<file path="config.mk">
export PLATFORM = sky130hd
export DESIGN_NAME = i2c_temp_poller
export DESIGN_NICKNAME = d
export VERILOG_FILES = /design/src/rtl/i2c_temp_poller.sv
export SDC_FILE = /design/constraint.sdc
export NUM_CORES = 1
export LEC_CHECK = 0
export CAP_MARGIN = 20
export CORE_MARGIN = 4
export CORE_UTILIZATION = 40
export CTS_CLUSTER_SIZE = 20
export DETAILED_ROUTE_END_ITERATION = 16
export MAX_ROUTING_LAYER = met4
export PLACE_DENSITY = 0.67
export SLEW_MARGIN = 40
export SYNTH_ARGS = -nofsm -noshare
export SYNTH_HDL_FRONTEND = slang
export SYNTH_SLANG_ARGS = --single-unit
</file>
<file path="constraint.sdc">
create_clock -name CLK -period 3.25 [get_ports CLK]
set_clock_uncertainty 0.05 [all_clocks]
set_input_delay 0.65 -clock CLK [delete_from_list [all_inputs] [get_ports CLK]]
set_output_delay 0.65 -clock CLK [all_outputs]
set_load 0.01 [all_outputs]
</file>
<file path="src/rtl/i2c_temp_poller.sv">
// i2c_temp_poller: transaction sequencer sitting in front of the byte-level I2C
// master. Periodically reads the 13-bit temperature from the on-board sensor
// (pointer write 0x00, repeated start, 2-byte read) and publishes it.
// Optional feature macro: TEMP_ALARM_EN (registered over-temperature alarm).
module i2c_temp_poller #(
  parameter logic [6:0]  DEV_ADDR       = 7'h4B,
  parameter int unsigned POWERUP_CYCLES = 100_000_000,
  parameter int unsigned POLL_CYCLES    = 25_000_000,
  parameter int unsigned TIMEOUT_CYCLES = 200_000,
  parameter logic [12:0] ALARM_LEVEL    = 13'h0320
) (
  input  logic        CLK,
  input  logic        SRST,
  input  logic        I2C_DONE_I,
  input  logic        I2C_ERR_I,
  input  logic [7:0]  I2C_D_I,
  output logic        I2C_STB_O,
  output logic        I2C_MSG_O,
  output logic [7:0]  I2C_A_O,
  output logic [7:0]  I2C_D_O,
  output logic [12:0] TEMP_O,
  output logic        TEMP_VLD_O,
  output logic        ERR_O,
  output logic        BUSY_O,
  output logic        ALARM_O
);

  localparam int unsigned MAX_AB  = (POWERUP_CYCLES > POLL_CYCLES) ? POWERUP_CYCLES : POLL_CYCLES;
  localparam int unsigned MAX_CYC = (MAX_AB > TIMEOUT_CYCLES) ? MAX_AB : TIMEOUT_CYCLES;
  localparam int unsigned CW      = (MAX_CYC > 2) ? $clog2(MAX_CYC) : 1;

  localparam logic [CW-1:0] PWRUP_LOAD = CW'(POWERUP_CYCLES - 1);
  localparam logic [CW-1:0] POLL_LOAD  = CW'(POLL_CYCLES - 1);
  localparam logic [CW-1:0] TO_LOAD    = CW'(TIMEOUT_CYCLES - 1);

  typedef enum logic [2:0] {
    ST_PWRUP,
    ST_PTR,
    ST_RD_MSB,
    ST_RD_LSB,
    ST_PUBLISH,
    ST_FAIL,
    ST_WAIT
  } state_t;

  state_t         state;
  logic [CW-1:0]  cnt;      // wait counter in PWRUP/WAIT, watchdog in transaction states
  logic [7:0]     msb;
  logic [4:0]     lsb_hi;

`ifndef TEMP_ALARM_EN
  logic unused_alarm_level;
  assign unused_alarm_level = ^ALARM_LEVEL;
  assign ALARM_O = 1'b0;
`endif

  // Poll sequencer: single registered FSM driving every output.
  always_ff @(posedge CLK) begin
    if (SRST) begin
      state      <= ST_PWRUP;
      cnt        <= PWRUP_LOAD;
      msb        <= '0;
      lsb_hi     <= '0;
      I2C_STB_O  <= 1'b0;
      I2C_MSG_O  <= 1'b0;
      I2C_A_O    <= '0;
      I2C_D_O    <= '0;
      TEMP_O     <= '0;
      TEMP_VLD_O <= 1'b0;
      ERR_O      <= 1'b0;
      BUSY_O     <= 1'b0;
`ifdef TEMP_ALARM_EN
      ALARM_O    <= 1'b0;
`endif
    end else begin
      TEMP_VLD_O <= 1'b0;
      case (state)
        // Power-up and inter-poll waits share the same entry into ST_PTR.
        ST_PWRUP, ST_WAIT: begin
          if (cnt == '0) begin
            state     <= ST_PTR;
            cnt       <= TO_LOAD;
            I2C_STB_O <= 1'b1;
            I2C_MSG_O <= 1'b1;
            I2C_A_O   <= {DEV_ADDR, 1'b0};
            I2C_D_O   <= 8'h00;
            BUSY_O    <= 1'b1;
          end else begin
            cnt <= cnt - 1'b1;
          end
        end
        ST_PTR: begin
          if (I2C_DONE_I) begin
            cnt       <= TO_LOAD;
            I2C_MSG_O <= 1'b0;
            if (I2C_ERR_I) begin
              state     <= ST_FAIL;
              I2C_STB_O <= 1'b0;
            end else begin
              state   <= ST_RD_MSB;
              I2C_A_O <= {DEV_ADDR, 1'b1};
            end
          end else if (cnt == '0) begin
            state     <= ST_FAIL;
            I2C_STB_O <= 1'b0;
            I2C_MSG_O <= 1'b0;
          end else begin
            cnt <= cnt - 1'b1;
          end
        end
        ST_RD_MSB: begin
          if (I2C_DONE_I) begin
            cnt       <= TO_LOAD;
            I2C_STB_O <= 1'b0;
            if (I2C_ERR_I) begin
              state <= ST_FAIL;
            end else begin
              state <= ST_RD_LSB;
              msb   <= I2C_D_I;
            end
          end else if (cnt == '0) begin
            state     <= ST_FAIL;
            I2C_STB_O <= 1'b0;
          end else begin
            cnt <= cnt - 1'b1;
          end
        end
        // Master NACKs the final byte itself, so ERR is not meaningful here.
        ST_RD_LSB: begin
          if (I2C_DONE_I) begin
            cnt    <= TO_LOAD;
            state  <= ST_PUBLISH;
            lsb_hi <= I2C_D_I[7:3];
          end else if (cnt == '0) begin
            state <= ST_FAIL;
          end else begin
            cnt <= cnt - 1'b1;
          end
        end
        ST_PUBLISH: begin
          state      <= ST_WAIT;
          cnt        <= POLL_LOAD;
          TEMP_O     <= {msb, lsb_hi};
          TEMP_VLD_O <= 1'b1;
          ERR_O      <= 1'b0;
          BUSY_O     <= 1'b0;
`ifdef TEMP_ALARM_EN
          ALARM_O    <= ($signed({msb, lsb_hi}) >= $signed(ALARM_LEVEL));
`endif
        end
        ST_FAIL: begin
          state     <= ST_WAIT;
          cnt       <= POLL_LOAD;
          I2C_STB_O <= 1'b0;
          I2C_MSG_O <= 1'b0;
          ERR_O     <= 1'b1;
          BUSY_O    <= 1'b0;
        end
        default: begin
          state <= ST_PWRUP;
          cnt   <= PWRUP_LOAD;
        end
      endcase
    end
  end

endmodule

</file>
Word-level counts from Yosys, hierarchy flattened
Index checks and enable logic that the tools add are counted.

cells by class
  shifts and indexed selects = 0
  bitwise logic cells = 1
  divide/modulo/power cells = 0
  mux-type cells = 28
  $add $sub $neg = 1
  multiply operators = 0
  reduce and logical (&&, ||, !) cells = 16
  eq/ne operators = 12
  $lt $le $gt $ge = 0

operator list
  operator                                                                number
  27-bit 2-to-1 mux                                                       3
  27-bit case mux with 3 select lines                                     1
  27-bit logical NOT                                                      1
  27-bit by 1-bit subtractor with 27-bit output (second input constant)   1
  8-bit 2-to-1 mux                                                        3
  3-bit 2-to-1 mux                                                        7
  8-bit case mux with 2 select lines                                      1
  3-bit case mux with 5 select lines                                      1
  3-bit equality test (second input constant)                             3
  3-bit inequality test (second input constant)                           3
  3-bit AND reduction                                                     3
  1-bit 2-to-1 mux                                                        8
  3-bit by 2-bit equality test with 1-bit output (second input constant)  2
  2-bit inequality test (second input constant)                           3
  2-bit nonzero test                                                      3
  1-bit case mux with 2 select lines                                      2
  1-bit case mux with 4 select lines                                      1
  2-bit AND reduction                                                     2
  4-bit AND reduction                                                     1
  4-bit nonzero test                                                      1
  2-bit OR reduction                                                      2
  3-bit by 1-bit equality test with 1-bit output (second input constant)  1
  3-bit logical NOT                                                       1
  1-bit case mux with 3 select lines                                      1
  other kinds (3)                                                         3

storage, ports and cells
  bits in read-only memories = 0
  bits in latches = 0
  flip-flop bits (word level) = 69
  memories = 0
  memory bits (writable) = 0
  input bits = 12

Depth between registers and ports, before layout
  word-level depth = 4
  gate-level depth with buffers = 9

Worst setup path before layout
OpenSTA, ideal clock, no wires.

  kind = reg2reg
  start = register cnt[10]
  end = register cnt[25]
  period minus slack after synthesis = 2.430 ns
  data required time = 3.085 ns
  path slack = 0.820 ns
  setup time = 0.115 ns
  stages on the path, launching flop included = 8
  buffers on the path = 1
  data arrival time = 2.265 ns
  cells stage by stage = dfxtp_1 > or4_4 > or4_4 > buf_6 > or3_4 > nor4b_4 > xnor2_1 > nor2_2

between the ends
  word-level cells in the longest chain between the ends = 4
  elaborated cells between the ends (all ways) = 7
  classes of those cells = 1 x add/sub; 1 x eq/ne; 4 x mux; 1 x reduce/logical

ends and longest elaborated chain
  element                                        RTL line       text
  start, declared                                47             logic [CW-1:0] cnt;
  start signal, assigned                         89             cnt <= cnt - 1'b1;
  start signal, assigned                         108            cnt <= cnt - 1'b1;
  start signal, assigned                         125            cnt <= cnt - 1'b1;
  27-bit by 1-bit subtractor with 27-bit output  --
  27-bit 2-to-1 mux                              103, 121, 134
  27-bit 2-to-1 mux                              112            if (I2C_DONE_I) begin
  27-bit case mux with 3 select lines            77             case (state)

Several ways; a longest one is shown, not always the timed one. The select of a mux whose other input is x is not followed.
A chain may end at the register's enable or synchronous reset.

Final worst setup path
  start = register cnt[10]
  end = register cnt[12]

The elaborated chain is that of the path after synthesis.

==> key figures <==
Status
  – Outcome: completed

STA
  – Fmax: 386 MHz
  – Relative slew slack: 50.1%
  – Worst Max-Slew Pin Slew: 0.740 ns
  – Min cycle time layout: 2.59 ns
  – Setup TNS: 0 ns
  – Worst setup margin: 0.662 ns
  – Slew Limit Fails: 0
  – Final Hold Vio Count: 0
  – Unrepaired setup endpoints after global routing: false
  – Final setup viols: 0
  – Final period utilization: 79.6%

Worst setup path
  – Reg2reg setup slack: 0.66 ns
  – CP Capture Point: cnt[12]
  – Worst EP required: 3.40 ns
  – CP startpoint: cnt[10]
  – Worst Reg2Reg Path Length in Cells: 6
  – Max FO, Critical Path: 10
  – Origin of the critical flop-to-flop path: cnt[10]
  – WP data arrival: 2.74 ns
  – Worst Setup Start Kind: register
  – R2R Path End: cnt[12]
  – WS Path Type: register to register
  – Critical Path End Type: register

Clock network
  – Clock sinks: 63
  – Post-CTS setup buffers: 0
  – Max clock buf depth: 2
  – H-tree depth: 3
  – CTS root buf: clkbuf_8
  – CTS tree: built
  – Post_cts resized: 0
  – Clk_lat worst skew: 0.33 ns
  – Reg clk slew, reported paths: 0.07 ns
  – Hold buffer count at cts: 0
  – Total CTS buffers: 9

Power
  – PwrDens: 506 mW/mm^2
  – Peak VDD IR: 0.291 mV
  – Pleak: 1.26 nW
  – Final Total Pwr: 1.73 mW

Final layout
  – Diodes inserted: 0
  – Final core occ: 49.4%
  – Filler cells: 668
  – Layout cells sized above 1: 9.81%
  – Final nets: 378
  – Synth-to-layout area growth: 18.3%
  – Final Non-Filler Cells: 463

Global route
  – Initial antenna violation count: 0
  – Vias in the first global route: 2213
  – Grt ovf: 0
  – Largest net degree at the start of global routing: 41
  – Total Routing Usage GR: 15.7%
  – First-pass GRT wire length: 10600 um

Floorplan
  – Die width: 92.9 um
  – Initial Util: 41.8%
  – Cell Rows: 30
  – Core Area: 0.00691 mm^2
  – # IOs: 47
  – DIE AREA: 0.00864 mm^2
  – Die Height: 92.9 um

Synthesis
  – Top_reg_cell synth: dfxtp_1
  – Most common cell in the netlist: dfxtp_1
  – Synth area leaders: dfxtp_1, nand2_1, a21oi_1
  – Area leader, netlist: dfxtp_1
  – Synth top cells by count: dfxtp_1, nand2_1, nor2_1, a21oi_1, o21ai_0
  – Post-synth ARST share: 0%
  – Synth warn: 0
  – Post-synth EDFFs: 0
  – #FFs+latches synth: 63
  – Post-Syn Area: 0.00289 mm^2
  – Post-synthesis cell count: 337
  – Avg Synthesized Cell Area: 8.56 um^2
  – Top cell type's share of synthesized area: 43.7%
  – Post-synthesis sequential area ratio: 43.7%
  – Synth cell types: 49

Placed design
  – Cell total after placement: 449
  – Routability cong.: 0.873
  – Dpl ws: 0.489 ns
  – Port-buffer cells: 34
  – Detailed placement HPWL: 4460 um

Run
  – Max_cap viols: 0

Detailed routing
  – DRT antenna net count: 0
  – # DRC: 0
  – Final WL: 6280 um
  – DRT Pass-1 Iters: 4
  – Via/cell ratio: 5.00
  – DR iter-0 viols: 77
  – Via count: 2316
  – Wire per inst: 13.6 um

Worst hold path
  – Hold Startpoint: TEMP_O[2]
  – Hold WC Path Type: register to register
-- worst max-delay path: stages (launching register included) --
cell and delay [ns]:
dfxtp_1 0.36, or4_4 0.57, or4_4 0.51, or3_4 0.43, o21ai_2 0.20, or2_2 0.25, o22ai_1 0.09
-- through the flow --
stage / hold slack (ns) / area, um^2
3_3_place_gp: 0.393 / 3220
5_1_grt: 0.424 / 3410
6_report: 0.403 / 3410
4_1_cts: 0.406 / 3410
3_5_place_dp: 0.397 / 3230
2_1_floorplan: 0.382 / 2930
-- power by group --
part | internal (mW) | switching, mW
logic | 0.0845 | 0.108
registers | 0.822 | 0.0547
clock network | 0.364 | 0.293
total | 1.27 | 0.456
-- area by class of cell --
| type | instances | area, um^2 | share of cell area [%] |
|---|---|---|---|
| multi-input combinational | 248 | 1460 | 42.9 |
| clock buffer | 10 | 138 | 4.03 |
| clock inverter | 4 | 47.5 | 1.39 |
| tap | 96 | 120 | 3.52 |
| inverter | 5 | 18.8 | 0.550 |
| timing repair buffer | 37 | 363 | 10.6 |
| sequential | 63 | 1260 | 37.0 |
-- sequential cells by signal, indices dropped and copies added (netlist names) --
signal and cells:
cnt 27, I2C_STB_O 1, TEMP_VLD_O 1, msb 8, BUSY_O 1, I2C_MSG_O 1, TEMP_O 13, state 3
I2C_A_O 2, lsb_hi 5, ERR_O 1
-- cell families (layout without fill, tap and decap cells) --
| group | Yosys count | in the layout | synth area share, % |
|---|---|---|---|
| and+or+nand+nor | 132 | 132 | 23.8 |
| muxes | 13 | 13 | 4.51 |
| DFF | 63 | 63 | 43.7 |
| adders and majority gates | 3 | 3 | 1.21 |
| AOI/OAI and AO/OA | 67 | 67 | 13.2 |
| buffers and inverters | 37 | 56 | 7.07 |
| other | 1 | 12 | 0.130 |
| xor gates and xnor gates | 21 | 21 | 6.37 |
-- per-layer routing --
layer	track usage, %	vias to the layer above	wire length (um)	part of all wire (%)
li1	-	1184	-	-
met1	21.1	1071	3070	49
met2	23.3	55	2890	46
met3	4.14	6	261	4.2
met4	4.52	0	58	0.92
met5	-	-	0	0
-- how the worst min path moves through the flow --
| stage | cells after the start | slack [ns] | end |
|---|---|---|---|
| 2_1_floorplan | 2 | 0.38 | TEMP_O[0] |
| 3_3_place_gp | 2 | 0.39 | TEMP_O[1] |
| 3_5_place_dp | 2 | 0.40 | TEMP_O[2] |
| 4_1_cts | 2 | 0.41 | TEMP_O[2] |
| 5_1_grt | 2 | 0.42 | TEMP_O[4] |
| 6_report | 2 | 0.40 | TEMP_O[2] |
-- cells in the final DEF (no fill, tap or decap), types with 2 or more instances in the layout --
| master | netlist | final |
|---|---|---|
| dfxtp_1 | 63 | 63 |
| nand2_1 | 45 | 45 |
| clkdlybuf4s50_1 | 0 | 34 |
| nor2_1 | 30 | 29 |
| a21oi_1 | 28 | 28 |
| o21ai_0 | 19 | 19 |
| xnor2_1 | 15 | 15 |
| mux2i_1 | 13 | 13 |
| nor3_1 | 12 | 12 |
| conb_1 | 1 | 12 |
| clkbuf_8 | 0 | 10 |
| nand3_1 | 7 | 7 |
| or3_1 | 6 | 6 |
| xor2_1 | 6 | 6 |
| inv_1 | 5 | 5 |
| or2_2 | 5 | 5 |
| nor2b_1 | 4 | 4 |
| nor4_1 | 4 | 4 |
| o31ai_1 | 3 | 3 |
| a31oi_1 | 3 | 3 |
| buf_4 | 15 | 3 |
| or4_4 | 2 | 2 |
| or3_4 | 2 | 2 |
| or4_2 | 2 | 2 |
| o21ai_1 | 2 | 2 |
| nand2b_1 | 2 | 2 |
| o22ai_1 | 2 | 2 |
| a21o_1 | 2 | 2 |
| nor2_2 | 1 | 2 |
| nand3b_1 | 2 | 2 |
| ha_1 | 2 | 2 |
| clkinv_2 | 0 | 2 |
Note: power is estimated with default switching activity, not from simulation.
